File: src/rtl/tlc_pkg.sv
// Shared definitions for the N-approach traffic light controller.
// Provides the phase encoding, the per-approach lamp codes and a helper that
// derives the approach-index width from the approach count.
package tlc_pkg;

    localparam int unsigned PHASE_W = 2;
    localparam int unsigned LAMP_W  = 3;

    typedef logic [PHASE_W-1:0] phase_t;
    typedef logic [LAMP_W-1:0]  lamp_t;

    // Phase codes, also the FSM state encoding
    localparam logic [1:0] PH_ALL_RED = 2'd0;
    localparam logic [1:0] PH_GREEN   = 2'd1;
    localparam logic [1:0] PH_YELLOW  = 2'd2;

    // Lamp slice encoding {red, yellow, green}
    localparam logic [2:0] LAMP_RED = 3'b100;
    localparam logic [2:0] LAMP_YEL = 3'b010;
    localparam logic [2:0] LAMP_GRN = 3'b001;

    // Approach index width; at least one bit even for degenerate counts
    function automatic int unsigned dir_width(input int unsigned n);
        return (n > 1) ? int'($clog2(n)) : 1;
    endfunction

endpackage

File: src/rtl/tlc_if.sv
// Sensor-side / lamp-side bundle of the traffic light controller.
//   req, emg_req, emg_dir          : sensor front-end -> controller
//   lights, active_dir, phase,
//   emg_active                     : controller -> lamp drivers / monitoring
// master = sensor front-end / observer, slave = controller.
interface tlc_if
    import tlc_pkg::*;
#(
    parameter int unsigned N_DIR = 4,
    parameter int unsigned DW    = dir_width(N_DIR)
);
    logic [N_DIR-1:0]   req;
    logic               emg_req;
    logic [DW-1:0]      emg_dir;
    logic [3*N_DIR-1:0] lights;
    logic [DW-1:0]      active_dir;
    phase_t             phase;
    logic               emg_active;

    modport master (
        output req, emg_req, emg_dir,
        input  lights, active_dir, phase, emg_active
    );

    modport slave (
        input  req, emg_req, emg_dir,
        output lights, active_dir, phase, emg_active
    );
endinterface

File: src/rtl/tlc_rr_arbiter.sv
// Round-robin pick of the first pending approach strictly after ptr,
// wrapping around so that ptr itself is considered last.
//   pend  : pending request vector
//   ptr   : last served approach
//   grant : selected approach (valid when found)
//   found : any approach pending
module tlc_rr_arbiter
    import tlc_pkg::*;
#(
    parameter int unsigned N_DIR = 4,
    parameter int unsigned DW    = dir_width(N_DIR)
) (
    input  logic [N_DIR-1:0] pend,
    input  logic [DW-1:0]    ptr,
    output logic [DW-1:0]    grant,
    output logic             found
);
    // Wide enough to hold ptr + 1 + offset, at most 2*N_DIR-1
    localparam int unsigned SW = $clog2(2 * N_DIR);

    logic [2*N_DIR-1:0] dbl;
    logic [N_DIR-1:0]   rot;
    logic [SW-1:0]      start;
    logic [SW-1:0]      off;
    logic [SW-1:0]      sum;

    // Rotate pend so bit 0 is the approach after ptr, then take the lowest set bit
    always_comb begin
        dbl   = {pend, pend};
        start = SW'(ptr) + SW'(1);
        rot   = dbl[start +: N_DIR];
        found = |pend;
        off   = '0;
        for (int j = int'(N_DIR) - 1; j >= 0; j--) begin
            if (rot[j]) begin
                off = SW'(j);
            end
        end
        sum = start + off;
        if (sum >= SW'(N_DIR)) begin
            sum = sum - SW'(N_DIR);
        end
        grant = DW'(sum);
    end

endmodule

File: src/rtl/traffic_light_controller_n.sv
// N-approach traffic light controller with sensor requests, min/max green,
// gap-out, round-robin service and emergency preemption.
//   clk      : clock, rising edge
//   reset_n  : synchronous active-low reset
//   bus      : tlc_if slave (req/emg_req/emg_dir in; lights/active_dir/phase/emg_active out)
// All outputs come straight from registers.
module traffic_light_controller_n
    import tlc_pkg::*;
#(
    parameter int unsigned N_DIR      = 4,
    parameter int unsigned MIN_GREEN  = 8,
    parameter int unsigned MAX_GREEN  = 32,
    parameter int unsigned YELLOW_CYC = 3,
    parameter int unsigned ALLRED_CYC = 2,
    parameter int unsigned DW         = dir_width(N_DIR)
) (
    input  logic clk,
    input  logic reset_n,
    tlc_if.slave bus
);
    localparam int unsigned TMAX = (YELLOW_CYC > ALLRED_CYC) ? YELLOW_CYC : ALLRED_CYC;
    localparam int unsigned TW   = $clog2(TMAX + 1);
    localparam int unsigned EW   = $clog2(MAX_GREEN + 1);

    phase_t             phase_q, phase_d;
    logic [TW-1:0]      timer_q, timer_d;
    logic [EW-1:0]      elapsed_q, elapsed_d;
    logic [DW-1:0]      active_q, active_d;
    logic [N_DIR-1:0]   pend_q, pend_d;
    logic               emg_q, emg_d;
    logic [3*N_DIR-1:0] lights_q, lights_d;

    logic [N_DIR-1:0]   act_oh;
    logic [N_DIR-1:0]   clr;
    logic [DW-1:0]      emg_dir_eff;
    logic               others_pend;
    logic               emg_hold;
    logic [DW-1:0]      rr_grant;
    logic               rr_found;

    tlc_rr_arbiter #(
        .N_DIR (N_DIR),
        .DW    (DW)
    ) u_arb (
        .pend  (pend_q),
        .ptr   (active_q),
        .grant (rr_grant),
        .found (rr_found)
    );

    // Out-of-range preemption targets fall back to the main road
    assign emg_dir_eff = (32'(bus.emg_dir) >= N_DIR) ? '0 : bus.emg_dir;

    // Next-state, pending update and lamp decode
    always_comb begin
        phase_d   = phase_q;
        timer_d   = timer_q;
        elapsed_d = elapsed_q;
        active_d  = active_q;
        emg_d     = 1'b0;
        lights_d  = {N_DIR{LAMP_RED}};
        act_oh    = '0;
        act_oh[active_q] = 1'b1;

        // The active approach is served while green, so its request is absorbed
        clr         = (phase_q == PH_GREEN) ? act_oh : '0;
        pend_d      = (pend_q | bus.req) & ~clr;
        others_pend = |(pend_q & ~act_oh);
        emg_hold    = bus.emg_req && (emg_dir_eff == active_q);

        case (phase_q)
            PH_ALL_RED: begin
                if (timer_q <= TW'(1)) begin
                    phase_d   = PH_GREEN;
                    elapsed_d = EW'(1);
                    if (bus.emg_req) begin
                        active_d = emg_dir_eff;
                    end else if (rr_found) begin
                        active_d = rr_grant;
                    end else begin
                        active_d = '0;
                    end
                end else begin
                    timer_d = timer_q - TW'(1);
                end
            end
            PH_GREEN: begin
                if (bus.emg_req && !emg_hold) begin
                    // Preemption to another approach ignores the minimum green
                    phase_d = PH_YELLOW;
                    timer_d = TW'(YELLOW_CYC);
                end else if (!bus.emg_req && (elapsed_q >= EW'(MIN_GREEN)) && others_pend &&
                             (!bus.req[active_q] || (elapsed_q == EW'(MAX_GREEN)))) begin
                    phase_d = PH_YELLOW;
                    timer_d = TW'(YELLOW_CYC);
                end else if (!bus.emg_req && (elapsed_q != EW'(MAX_GREEN))) begin
                    // Elapsed count is frozen while held green for preemption
                    elapsed_d = elapsed_q + EW'(1);
                end
            end
            PH_YELLOW: begin
                if (timer_q <= TW'(1)) begin
                    phase_d = PH_ALL_RED;
                    timer_d = TW'(ALLRED_CYC);
                end else begin
                    timer_d = timer_q - TW'(1);
                end
            end
            default: begin
                phase_d = PH_ALL_RED;
                timer_d = TW'(ALLRED_CYC);
            end
        endcase

        emg_d = (phase_d == PH_GREEN) && bus.emg_req && (emg_dir_eff == active_d);

        for (int i = 0; i < int'(N_DIR); i++) begin
            if (DW'(i) == active_d) begin
                if (phase_d == PH_GREEN) begin
                    lights_d[3*i +: 3] = LAMP_GRN;
                end else if (phase_d == PH_YELLOW) begin
                    lights_d[3*i +: 3] = LAMP_YEL;
                end
            end
        end
    end

    // State and output registers
    always_ff @(posedge clk) begin
        if (!reset_n) begin
            phase_q   <= PH_ALL_RED;
            timer_q   <= TW'(ALLRED_CYC);
            elapsed_q <= '0;
            active_q  <= '0;
            pend_q    <= '0;
            emg_q     <= 1'b0;
            lights_q  <= {N_DIR{LAMP_RED}};
        end else begin
            phase_q   <= phase_d;
            timer_q   <= timer_d;
            elapsed_q <= elapsed_d;
            active_q  <= active_d;
            pend_q    <= pend_d;
            emg_q     <= emg_d;
            lights_q  <= lights_d;
        end
    end

    assign bus.lights     = lights_q;
    assign bus.active_dir = active_q;
    assign bus.phase      = phase_q;
    assign bus.emg_active = emg_q;

endmodule

File: src/flat_wrapper.sv
// flat-port wrapper written by rule: the top's interface ports become plain ports
module traffic_light_controller_n_flat import tlc_pkg::*;
#(
    parameter int unsigned N_DIR      = 4,
    parameter int unsigned MIN_GREEN  = 8,
    parameter int unsigned MAX_GREEN  = 32,
    parameter int unsigned YELLOW_CYC = 3,
    parameter int unsigned ALLRED_CYC = 2,
    parameter int unsigned DW         = dir_width(N_DIR)
)
  (clk, reset_n, bus_req, bus_emg_req, bus_emg_dir, bus_lights, bus_active_dir, bus_phase, bus_emg_active);
  tlc_if #(.N_DIR(N_DIR), .DW(DW)) bus_i ();
  input  logic clk;
  input  logic reset_n;
  input wire logic [$bits(bus_i.req)-1:0] bus_req;
  input wire logic [$bits(bus_i.emg_req)-1:0] bus_emg_req;
  input wire logic [$bits(bus_i.emg_dir)-1:0] bus_emg_dir;
  output wire logic [$bits(bus_i.lights)-1:0] bus_lights;
  output wire logic [$bits(bus_i.active_dir)-1:0] bus_active_dir;
  output wire logic [$bits(bus_i.phase)-1:0] bus_phase;
  output wire logic [$bits(bus_i.emg_active)-1:0] bus_emg_active;
  assign bus_i.req = bus_req;
  assign bus_i.emg_req = bus_emg_req;
  assign bus_i.emg_dir = bus_emg_dir;
  assign bus_lights = bus_i.lights;
  assign bus_active_dir = bus_i.active_dir;
  assign bus_phase = bus_i.phase;
  assign bus_emg_active = bus_i.emg_active;
  traffic_light_controller_n #(.N_DIR(N_DIR), .MIN_GREEN(MIN_GREEN), .MAX_GREEN(MAX_GREEN), .YELLOW_CYC(YELLOW_CYC), .ALLRED_CYC(ALLRED_CYC), .DW(DW)) u_core (.clk(clk), .reset_n(reset_n), .bus(bus_i));
endmodule
File: config.mk
export PLATFORM = sky130hd
export DESIGN_NAME = traffic_light_controller_n_flat
export DESIGN_NICKNAME = d
export VERILOG_FILES = /design/src/rtl/tlc_pkg.sv /design/src/rtl/tlc_if.sv /design/src/rtl/tlc_rr_arbiter.sv /design/src/rtl/traffic_light_controller_n.sv /design/src/flat_wrapper.sv
export SDC_FILE = /design/constraint.sdc
export NUM_CORES = 1
export LEC_CHECK = 0
export CORE_MARGIN = 2
export CORE_UTILIZATION = 45
export DETAILED_ROUTE_END_ITERATION = 6
export GPL_TIMING_DRIVEN = 0
export PLACE_DENSITY = 0.7
export SLEW_MARGIN = 20
export SYNTH_ARGS = -nofsm -noshare
export SYNTH_HDL_FRONTEND = slang
export SYNTH_SLANG_ARGS = --single-unit
File: constraint.sdc
create_clock -name clk -period 6.6 [get_ports clk]
set_input_delay 0.66 -clock clk [delete_from_list [all_inputs] [get_ports clk]]
set_output_delay 0.66 -clock clk [all_outputs]
set_load 0.02 [all_outputs]
# Word level (Yosys, flattened, before mapping)
# Index checks and enable logic that the tools add are counted.
dict set report totals {
  register_bits 29
  output_inout_bits 17
  elab_cells 98
}
dict set report classes {
  addsub 5
  magnitude_cmp 5
  n_eq_ne 17
  n_shift 1
  mux 31
  bitwise 5
  reduce_logical 24
}
# cell n
set ops {}
lappend ops {{$mux W2} 14}
lappend ops {{$mux W6} 4}
lappend ops {{$mux W3} 5}
lappend ops {{$pmux W2 S3} 2}
lappend ops {{$pmux W6 S2} 1}
lappend ops {{$reduce_and A2 Y1} 5}
lappend ops {{$logic_and A1 B1 Y1} 9}
lappend ops {{$and A4 B4 Y4} 2}
lappend ops {{$ne A2 B2 Y1 const B} 4}
lappend ops {{$not A4 Y4} 2}
lappend ops {{$reduce_or A4 Y1} 2}
lappend ops {{$shiftx A8 B4 Y4} 1}
lappend ops {{$add A6 B1 Y6 const B} 1}
lappend ops {{$eq A6 B6 Y1 const B} 1}
lappend ops {{$ge A6 B4 Y1 const B} 1}
lappend ops {{$ne A6 B6 Y1 const B} 1}
lappend ops {{$reduce_and A5 Y1} 1}
lappend ops {{$eq A2 B1 Y1 const B} 2}
lappend ops {{$eq A2 B2 Y1} 2}
lappend ops {{$eq A2 B2 Y1 const A} 2}
lappend ops {{$eq A2 B2 Y1 const B} 2}
lappend ops {{$logic_not A2 Y1} 2}
lappend ops {{$mux W4} 1}
lappend ops {{$or A4 B4 Y4} 1}
lappend ops {{16 further kinds} 20}

# Longest topological paths before layout
# Gate-level depths: netlist of the first run.
dict set report depth {
  word_depth 15
  depth_mapped 13
  depth_no_buf 13
}

# Modules after synthesis
# Synthesis of the first run repeated with hierarchy kept, for this count alone.
dict set report unflattened {
  hier_cells 190
  area_unflattened_um2 1669.1
}
# mod n_inst cells_per_inst area_each_um2 seq_area_each_um2
set modules_own_cells {}
lappend modules_own_cells {traffic_light_controller_n 1 161 1482.7 580.6}
lappend modules_own_cells {tlc_rr_arbiter 1 29 186.4 0.0}

# Least setup slack after synthesis of the first run
# Ideal clock, no wire load.
dict set report synth_path {
  kind {register -> register}
  startpoint {register u_core.active_q[0] (netlist: u_core.bus.active_dir[0])}
  endpoint {register u_core.lights_q[8] (netlist: u_core.bus.lights[8])}
  arrival_time_ps 2616
  required_time_ps 6473
  setup_slack_ps 3857
  stages_incl_launch_ff 12
  n_path_buf 1
  synth_period_minus_slack_ps 2743
  cell_sequence {dfxtp_1 -> buf_2 -> nor2_1 -> a221oi_1 -> a21oi_1 -> a211oi_1 -> ha_1 -> xor2_1 -> or4b_1 -> mux2i_1 -> a221oi_2 -> or3_1}
}
dict set report synth_between {
  elab_chain_len 15
  word_cells_on_any_way 41
  classes_between {add/sub (3); order compare (3); eq/ne (4); shift (1); mux (18); bitwise (2); reduce/logical (10)}
}
# item line
set synth_rtl {}
lappend synth_rtl {{start, declared} traffic_light_controller_n.sv:28} ;# logic [DW-1:0] active_q, active_d;
lappend synth_rtl {{start signal, assigned} traffic_light_controller_n.sv:142} ;# active_q <= active_d;
lappend synth_rtl {{$add A2 B1 Y3 (tied with other cells)} tlc_rr_arbiter.sv:30} ;# start = SW'(ptr) + SW'(1);
lappend synth_rtl {{$shiftx A8 B4 Y4 / $logic_and A1 B1 Y1 (equally long branches)} {tlc_rr_arbiter.sv:31, traffic_light_controller_n.sv:63}}
lappend synth_rtl {{$mux W2 / $mux W1 (equally long branches)} {tlc_rr_arbiter.sv:35, traffic_light_controller_n.sv:63}}
lappend synth_rtl {{$mux W3 / $demux W1 S2 (equally long branches)} -}
lappend synth_rtl {{$mux W3 / $not A4 Y4 (equally long branches)} {tlc_rr_arbiter.sv:35, traffic_light_controller_n.sv:68}}
lappend synth_rtl {{$mux W3 / $and A4 B4 Y4 (equally long branches)} {tlc_rr_arbiter.sv:35, traffic_light_controller_n.sv:68}}
lappend synth_rtl {{$add A3 B3 Y3 / $reduce_or A4 Y1 (equally long branches)} {tlc_rr_arbiter.sv:39, traffic_light_controller_n.sv:68}}
lappend synth_rtl {{$ge A3 B3 Y1 (tied with other cells)} tlc_rr_arbiter.sv:40} ;# if (sum >= SW'(N_DIR)) begin
lappend synth_rtl {{$mux W2 / $logic_and A1 B1 Y1 (equally long branches)} {tlc_rr_arbiter.sv:40, traffic_light_controller_n.sv:92}}
lappend synth_rtl {{$mux W2, on equally long branches} {traffic_light_controller_n.sv:78, traffic_light_controller_n.sv:92}}
lappend synth_rtl {{$mux W2, on equally long branches} {traffic_light_controller_n.sv:76, traffic_light_controller_n.sv:88}}
lappend synth_rtl {{$mux W2 / $pmux W2 S3 (equally long branches)} {traffic_light_controller_n.sv:73, traffic_light_controller_n.sv:71}}
lappend synth_rtl {{$mux W2 / $eq A2 B2 Y1 (equally long branches)} {traffic_light_controller_n.sv:71, traffic_light_controller_n.sv:121}}
lappend synth_rtl {{$eq A2 B2 Y1 / $mux W3 (equally long branches)} {traffic_light_controller_n.sv:118, traffic_light_controller_n.sv:121}}
lappend synth_rtl {{$reduce_and A2 Y1 (no line) / $mux W3 (equally long branches)} -}
lappend synth_rtl {{end signal, assigned} traffic_light_controller_n.sv:137} ;# lights_q <= {N_DIR{LAMP_RED}};
lappend synth_rtl {{end signal, assigned} traffic_light_controller_n.sv:145} ;# lights_q <= lights_d;
lappend synth_rtl {{end, declared} traffic_light_controller_n.sv:31} ;# logic [3*N_DIR-1:0] lights_q, lights_d;
# Parallel ways exist; a longest one is shown, timed or not. The select of a mux whose other input is x is not followed.
# A chain may end at the register's enable or synchronous reset.

# Final worst setup path of the first run
# Ends and elaborated chain as after synthesis.

==> results.cfg, run 1 <==
[sta]
whs_ns = 0.516
fmax_mhz = 335
min_period_ns = 2.99
drv_slew = 0
rsz0062_at_grt = false
tightest_slew_ns = 0.598
clock_skew_ns = 0.00794
setup_viol = 0
setup_tns_ns = 0
slew_headroom = 0.595
min_period_over_period = 0.453
timing.final.ws_setup_ns = 3.61
final-hold-violation-count = 0

[cts]
cts_setup_buffers = 0
clk_latency_ns = 0.32
cts_tree = done
cts_made_buffers = 5
cts_hold_buf = 0
clkTransAtPathRegs_ns = 0.09
cts_buffer_depth = 2
htreeDepth = 2
clock-root-buffer = clkbuf_4
clkSinkCount = 29
ctsResizeCount = 0

[placement]
post-place-ws_ns = 3.37
place.gp.congestion = 0.828
io_buffer_count = 25
hpwl_um = 2840

[global_routing]
grt_usage = 0.205
grt_pass1_vias = 1399
grt_max_degree = 11
overflow = 0
antenna_found_initial = 0
grt_pass1_wl_um = 6650

[detailed_routing]
vias = 1435
firstDrtPassIters = 4
drt_iter0_markers = 155
wl_per_cell_um = 14.3
vias_per_cell = 5.44
drcViolationCount = 0
ant_nets = 0
wl_um = 3790

[synthesis]
ys_seq_area_frac = 0.353
synth_area_sq_um = 1640
synthArstFlopShare = 0
synthFlopType = dfxtp_1
yosysWarnings = 0
synth.avg_cell_area_sq_um = 8.88
yosysUniqueCellTypes = 54
syn_nets = 202
syn_inst = 185
synth_seq_cells = 29
synth_edf_count = 0

[layout]
n_antenna_cell = 0
mostFrequentLayoutCell = dfxtp_1
post-route-util = 0.596
fill_cells = 304
syn_to_final_growth_pct = 23.9
layout.nets = 234
drive_gt1_frac = 0.133
final_cell_mix = dfxtp_1 (29), clkdlybuf4s50_1 (25), nor2_1 (15), inv_1 (12), nand2_1 (11)

[power]
pwr-share-seq = 0.287
p_int_w = 0.000495
switching_share = 0.402
p_switching_w = 0.000332
p_comb_frac = 0.529
powerDensity_nw_per_um2 = 406
power_frac_clock = 0.184
peakVddDrop_v = 0.000242
leakagePower_nw = 0.804

[run_status]
status = completed

[die]
dieArea_sq_um = 4150
core_sq_um = 3420
fp-row-count = 21
die_height_um = 64.4
io_pins = 26
start_util = 0.481
die_w_um = 64.4

[worst_setup_path]
r2r_slack_ns = 3.61
regToRegStartpoint = u_core.bus.active_dir[0]
critical_path_class = reg2reg
slowest_delay_ns = 0.48
cp_data_arrival_time_ns = 3.20
critPathLaunchType = flip-flop
critical_path.max_fanout = 10
crit_slowest_cell = dfxtp_1
worstPathCellList = buf_2 -> nor2_1 -> a221oi_1 -> a21oi_1 -> a211oi_1 -> ha_1 -> xor2_1 -> or4b_1 -> mux2i_1 -> a221oi_2 -> or3_1
critPathRequiredTime_ns = 6.81
reg2reg_depth = 11
reg2reg_to = u_core.bus.lights[8]
end_kind = flip-flop

[min_path]
holdPathStages = 2
min_to = u_core.elapsed_q[1]
hp-class = reg2reg
min_from = u_core.elapsed_q[1]

[run]
maxCapViolCount = 0
stage by stage:
stage | cell area [sq um] | total power [W] | instances
CTS | 2040 | 0.000831 | 264
global route | 2040 | 0.000894 | 264
finish | 2040 | 0.000827 | 264
global placement | 1950 | 0.000658 | 256
floorplan | 1640 | 0.000552 | 185
detailed placement | 1950 | 0.000675 | 256
cell families after synthesis:
logic type,after synthesis,share of synthesized area
muxes,6,0.0442
xor gates and xnor gates,7,0.0373
buffers and inverters,24,0.0784
adders and majority gates,8,0.0609
and+or+nand+nor,68,0.247
AOI/OAI and AO/OA,43,0.179
DFF,29,0.353
sequential cells by signal (all words and copies together) (netlist names):
| signal | cells |
|---|---|
| u_core.timer_q | 2 |
| u_core.bus.lights | 12 |
| u_core.bus.emg_active | 1 |
| u_core.bus.phase | 2 |
| u_core.bus.active_dir | 2 |
| u_core.pend_q | 4 |
| u_core.elapsed_q | 6 |
power by group through the flow:
stage / sequential (W) / combinational [W] / clock [W]
after floorplan: 0.000261 / 0.000291 / 0
after global placement: 0.000238 / 0.000420 / 0
after detailed placement: 0.000242 / 0.000434 / 0
after CTS: 0.000237 / 0.000436 / 0.000157
after global routing: 0.000244 / 0.000485 / 0.000165
final: 0.000237 / 0.000438 / 0.000152
critical path: cells and delay by family (launching register included):
family	cells	cell delay, ns
simple gates	3	0.93
compound gates	4	0.71
flops	1	0.48
buf+inv	1	0.27
fa+ha+maj	1	0.21
mux	1	0.20
xor+xnor	1	0.08
cell usage after synthesis (2+ instances only):
master	count	share of area
a211oi_1	5	0.023
a21boi_0	2	0.0091
a21oi_1	7	0.021
a31oi_1	5	0.019
and3_1	3	0.011
buf_2	2	0.0061
buf_6	3	0.021
clkbuf_1	3	0.0069
dfxtp_1	29	0.35
ha_1	8	0.061
inv_1	12	0.027
mux2i_1	5	0.030
nand2_1	11	0.025
nand2b_1	2	0.0076
nand3_1	4	0.012
nand3b_1	3	0.014
nor2_1	15	0.034
nor2b_1	4	0.015
nor3_1	4	0.012
nor3b_2	4	0.030
o21ai_0	10	0.030
o22ai_1	2	0.0076
o32ai_1	2	0.011
or2_2	3	0.011
or3_1	3	0.011
xnor2_1	4	0.021
xor2_1	3	0.016
per-layer routing:
layer,wire (um),GRT usage,up-vias
met1,1800,0.272,665
li1,-,-,725
met4,9,0.0638,0
met5,0,0,-
met2,1830,0.329,43
met3,141,0.0486,2
area by class of cell:
type | instances | area (sq um) | area share
flip-flops and latches | 29 | 581 | 0.285
plain buffers | 11 | 80.1 | 0.0393
well taps | 46 | 57.6 | 0.0283
inverters | 13 | 48.8 | 0.0240
multi-input cells | 132 | 933 | 0.459
clock inverters | 1 | 30.0 | 0.0148
clock buffers | 7 | 55.1 | 0.0270
repair buffers | 25 | 250 | 0.123
worst max-delay path by stage:
stage,startpoint,end,slack [ns],cells after the start
after floorplan,u_core.bus.active_dir[0],u_core.bus.lights[8],3.86,11
after global placement,bus_req[1],u_core.bus.emg_active,3.43,13
after detailed placement,bus_req[3],u_core.bus.emg_active,3.37,13
after CTS,u_core.bus.active_dir[0],u_core.bus.lights[8],3.62,11
after global routing,u_core.bus.active_dir[0],u_core.bus.lights[8],3.34,11
final,u_core.bus.active_dir[0],u_core.bus.lights[8],3.61,11
(Power assumes the default switching activity.)
==> run 2, diff against run 1 <==
Settings changed: PLACE_DENSITY 0.7 to 0.72.
Clock period 6.6 ns to 2.5 ns, I/O delays scaled along.
==> run 2 against run 1 <==
The run now ends with setup timing left. Design area grew 7.4%. Highest routed layer unchanged. Global-route usage shrank 0.93 points. Worst hold slack worse by 0.017 ns. Setup slack worse by 3.7 ns. Sequential share of layout area decreased by 1.4 points.
==> results.cfg, run 2 (synthesis results as in run 1) <==
[run_status]
status = finished, violations left
violations = setup timing

[die]
start_util = 0.481
dieArea_sq_um = 4150
fp-row-count = 21
die_w_um = 64.4
die_height_um = 64.4
core_sq_um = 3420
io_pins = 26

[layout]
post-route-util = 0.640
largest_reg_flops = 12
syn_to_final_growth_pct = 33.1
fin_cells = 268
fill_cells = 284
layout.nets = 238
drive_gt1_frac = 0.243
mostFrequentLayoutCell = clkdlybuf4s50_1
fin_area_sq_um = 2190
final_cell_mix = clkdlybuf4s50_1 (25), dfxtp_1 (24), nor2_1 (13), inv_1 (12), nand2_1 (11)
n_antenna_cell = 0

[sta]
setup_tns_ns = -0.680
clock_skew_ns = 0.00713
rsz0062_at_grt = true
timing.final.ws_setup_ns = -0.130
final-hold-violation-count = 0
setup_viol = 10
min_period_over_period = 1.05
slew_headroom = 0.529
tightest_slew_ns = 0.696
fmax_mhz = 380
whs_ns = 0.499
drv_slew = 0
min_period_ns = 2.63

[worst_setup_path]
cp_common_cell = a221oi_2
slowest_delay_ns = 0.46
critPathLaunchType = flip-flop
critPathRequiredTime_ns = 2.72
critical_path.max_fanout = 6
crit_family = simple AND/OR/NAND/NOR gates
critical_path_class = reg2reg
path_buf_inv = 1
end_kind = flip-flop
cp_data_arrival_time_ns = 2.85
crit_slowest_cell = or4b_1
worstPathCellList = buf_6 -> nor2_2 -> a221oi_2 -> a21oi_2 -> a211oi_2 -> ha_2 -> xor2_2 -> or4b_1 -> mux2i_1 -> a221oi_2 -> or3_1

[cts]
htreeDepth = 2
cts_buffer_depth = 2
clk_latency_ns = 0.32
cts_tree = done
clock-root-buffer = clkbuf_4
clkSinkCount = 29
cts_made_buffers = 5
cts_hold_buf = 0
clkTransAtPathRegs_ns = 0.09

[power]
leakagePower_nw = 0.847
peakVddDrop_v = 0.000554
powerDensity_nw_per_um2 = 1070

[global_routing]
grt_usage = 0.195
grt_pass1_wl_um = 6330
overflow = 0
antenna_found_initial = 0
grt_pass1_vias = 1411
grt_max_degree = 12

[min_path]
hp-class = reg2reg

[detailed_routing]
ant_nets = 0
wl_per_cell_um = 14.4
drcViolationCount = 0
firstDrtPassIters = 4
vias_per_cell = 5.46
drt_iter0_markers = 122
vias = 1464
wl_um = 3850

[run]
maxCapViolCount = 0

[placement]
postPlaceCellArea_sq_um = 1960
place.gp.congestion = 0.838
dp.cells = 256
hpwl_um = 2800
io_buffer_count = 25
run 2: layout make-up:
| type | instances | area (sq um) | share of cell area |
|---|---|---|---|
| Buffer | 10 | 96.3 | 0.0441 |
| Clock buffer | 7 | 55.1 | 0.0252 |
| Clock inverter | 1 | 30.0 | 0.0137 |
| Inverter | 13 | 51.3 | 0.0235 |
| Multi-Input combinational cell | 132 | 991 | 0.453 |
| Sequential cell | 29 | 592 | 0.271 |
| Tap cell | 46 | 57.6 | 0.0263 |
| Timing Repair Buffer | 30 | 313 | 0.143 |
run 2: through the flow:
stage	setup slack [ns]	power, W
2_1_floorplan	0.00710	0.00147
3_3_place_gp	-0.263	0.00174
3_5_place_dp	-0.274	0.00177
4_1_cts	-0.0668	0.00224
5_1_grt	-0.232	0.00251
6_report	-0.130	0.00234
run 2: where the power goes:
part | switching, W | internal (W) | leakage (nW) | total, W
clock | 0.000161 | 0.000239 | 0.0455 | 0.000400
combinational | 0.000672 | 0.000624 | 0.563 | 0.00130
sequential | 0.0000834 | 0.000558 | 0.239 | 0.000641
total | 0.000916 | 0.00142 | 0.847 | 0.00234
run 2: routing by layer:
metal,track usage,vias up,share of wire
met3,0.0347,7,0.038
met4,0.0798,0,0.014
met1,0.241,686,0.44
li1,-,735,-
met5,0,-,0
met2,0.336,36,0.50
run 2: path summary, 6_finish.rpt:
check / from / endpoint / slack (ns) / cells past startpoint
min reg2reg: u_core.elapsed_q[1] / u_core.elapsed_q[1] / 0.50 / 2
max reg2reg: u_core.bus.active_dir[0] / u_core.bus.lights[8] / -0.13 / 11
min: u_core.elapsed_q[1] / u_core.elapsed_q[1] / 0.50 / 2
max: u_core.bus.active_dir[0] / u_core.bus.lights[8] / -0.13 / 11
run 2: tightest hold or removal path, stage by stage (launching register included):
cell and delay (ns):
dfxtp_1 0.33, nand2_1 0.06, o22ai_1 0.06
run 2: timing repair:
| item | 4_1_cts | 5_1_grt |
|---|---|---|
| endpoints found under the hold margin | 0 | 0 |
| endpoints found under the setup margin | 14 | 14 |
| pin swaps | 3 | 2 |
| gates resized for setup | 11 | 15 |
| setup buffers | 3 | 1 |
| cloned | 0 | 1 |
==> run 3, diff against run 2 <==
Settings changed: GPL_TIMING_DRIVEN 0 to default.
==> run 3 against run 2 <==
Combinational power grew 15%. Global-route usage increased by 2.1 points. The run still ends with setup timing left. Clock-buffer cell count unchanged. Non-clock buffer count is 13 higher. Cell count rose by 4.9%. Sequential share of layout area decreased by 1.2 points. Utilization rose by 2.7 points. Critical path depth stayed put. Power increased by 9.0%. First-iteration DRC count down 22%. Setup slack got worse by 0.015 ns. Clock power hardly changed.
==> results.cfg, run 3 (synthesis results as in run 1) <==
[placement]
post-place-ws_ns = -0.169
hpwl_um = 2950
io_buffer_count = 25
place.gp.congestion = 0.904
dp.cells = 268

[die]
fp-row-count = 21
core_sq_um = 3420
die_w_um = 64.4
start_util = 0.481
die_height_um = 64.4
io_pins = 26
dieArea_sq_um = 4150

[worst_setup_path]
reg2reg_depth = 11
end_kind = flip-flop
critical_path.max_fanout = 6
critPathLaunchType = flip-flop
cp_data_arrival_time_ns = 2.86
critical_path_class = reg2reg
critPathRequiredTime_ns = 2.72

[min_path]
hp-class = reg2reg
holdPathStages = 2

[sta]
min_period_ns = 2.65
rsz0062_at_grt = true
timing.final.ws_setup_ns = -0.145
drv_slew = 0
min_period_over_period = 1.06
slew_headroom = 0.572
clock_skew_ns = 0.00922
fmax_mhz = 378
setup_viol = 13
tightest_slew_ns = 0.636
final-hold-violation-count = 0

[power]
powerDensity_nw_per_um2 = 1120
design_power_total_w = 0.00255
peakVddDrop_v = 0.000618
leakagePower_nw = 0.904

[global_routing]
grt_pass1_vias = 1459
grt_pass1_wl_um = 6960
grt_max_degree = 18
antenna_found_initial = 0
overflow = 0
grt_usage = 0.216

[cts]
clkTransAtPathRegs_ns = 0.10
htreeDepth = 2
cts_made_buffers = 5
clk_latency_ns = 0.33
clkSinkCount = 29
cts_buffer_depth = 2
clock-root-buffer = clkbuf_4
cts_tree = done

[layout]
drive_gt1_frac = 0.285
fill_cells = 275
fin_cells = 281
syn_to_final_growth_pct = 38.6
final_cell_mix = buf_4 (26), dfxtp_1 (26), clkdlybuf4s50_1 (25), nor2_1 (14)
n_antenna_cell = 0
largest_reg_flops = 12
layout.nets = 251

[detailed_routing]
vias = 1552
drcViolationCount = 0
drt_iter0_markers = 95
ant_nets = 0
vias_per_cell = 5.52
wl_per_cell_um = 14.6
wl_um = 4100
firstDrtPassIters = 4

[run]
maxCapViolCount = 0

[run_status]
violations = setup timing
status = finished, violations left
run 3: layout make-up:
class	instances	area [sq um]	area share
tap	46	57.6	0.0253
clock buffer	7	55.1	0.0242
clock inverter	1	30.0	0.0132
inverter	13	50.0	0.0220
multi-input combinational	132	1030	0.451
timing repair buffer	53	468	0.205
sequential	29	589	0.259
run 3: timing repair:
| action | in CTS | in global routing |
|---|---|---|
| hold buffers | 0 | 0 |
| resized for setup | 17 | 7 |
| buffers inserted | 4 | 1 |
| setup endpoints to repair | 13 | 14 |
| gates cloned | 0 | 0 |
| pin swaps | 7 | 9 |
run 3: final timing paths:
kind | from | to | slack, ns
setup / recovery | u_core.bus.active_dir[0] | u_core.bus.lights[11] | -0.15
setup reg to reg | u_core.bus.active_dir[0] | u_core.bus.lights[11] | -0.15
hold / removal | u_core.elapsed_q[1] | u_core.elapsed_q[1] | 0.49
hold reg to reg | u_core.elapsed_q[1] | u_core.elapsed_q[1] | 0.49
run 3: metal layers:
layer	share of wire	global-route usage	up-vias
li1	-	-	758
met1	0.45	0.281	753
met2	0.51	0.355	36
met3	0.033	0.0590	5
met4	0.011	0.0585	0
met5	0	0	-
run 3: stage by stage:
stage | setup TNS [ns] | utilization | hold WS, ns | area [sq um]
after floorplan | 0 | - | 0.389 | 1650
after global placement | -0.602 | 0.599 | 0.476 | 2050
after detailed placement | -1.38 | 0.599 | 0.484 | 2050
after CTS | -0.356 | 0.656 | 0.498 | 2240
after global routing | -2.53 | 0.667 | 0.523 | 2280
final | -1.16 | 0.667 | 0.492 | 2280
run 3: critical path, cell delays in order, from the launching register on:
cell,delay [ns]
dfxtp_4,0.38
buf_6,0.12
nor3_4,0.23
a31oi_4,0.05
a21oi_2,0.16
a211oi_2,0.05
ha_2,0.19
xor2_2,0.16
or4b_4,0.56
mux2i_4,0.17
a221oi_4,0.08
or3_1,0.39
run 3: where the power goes:
group          leakage [nW]  switching [W]  internal, W  total, W
Clock                0.0455       0.000162     0.000239  0.000401
Sequential            0.239      0.0000881     0.000557  0.000645
Combinational         0.620       0.000743     0.000758   0.00150
Total                 0.904       0.000993      0.00155   0.00255
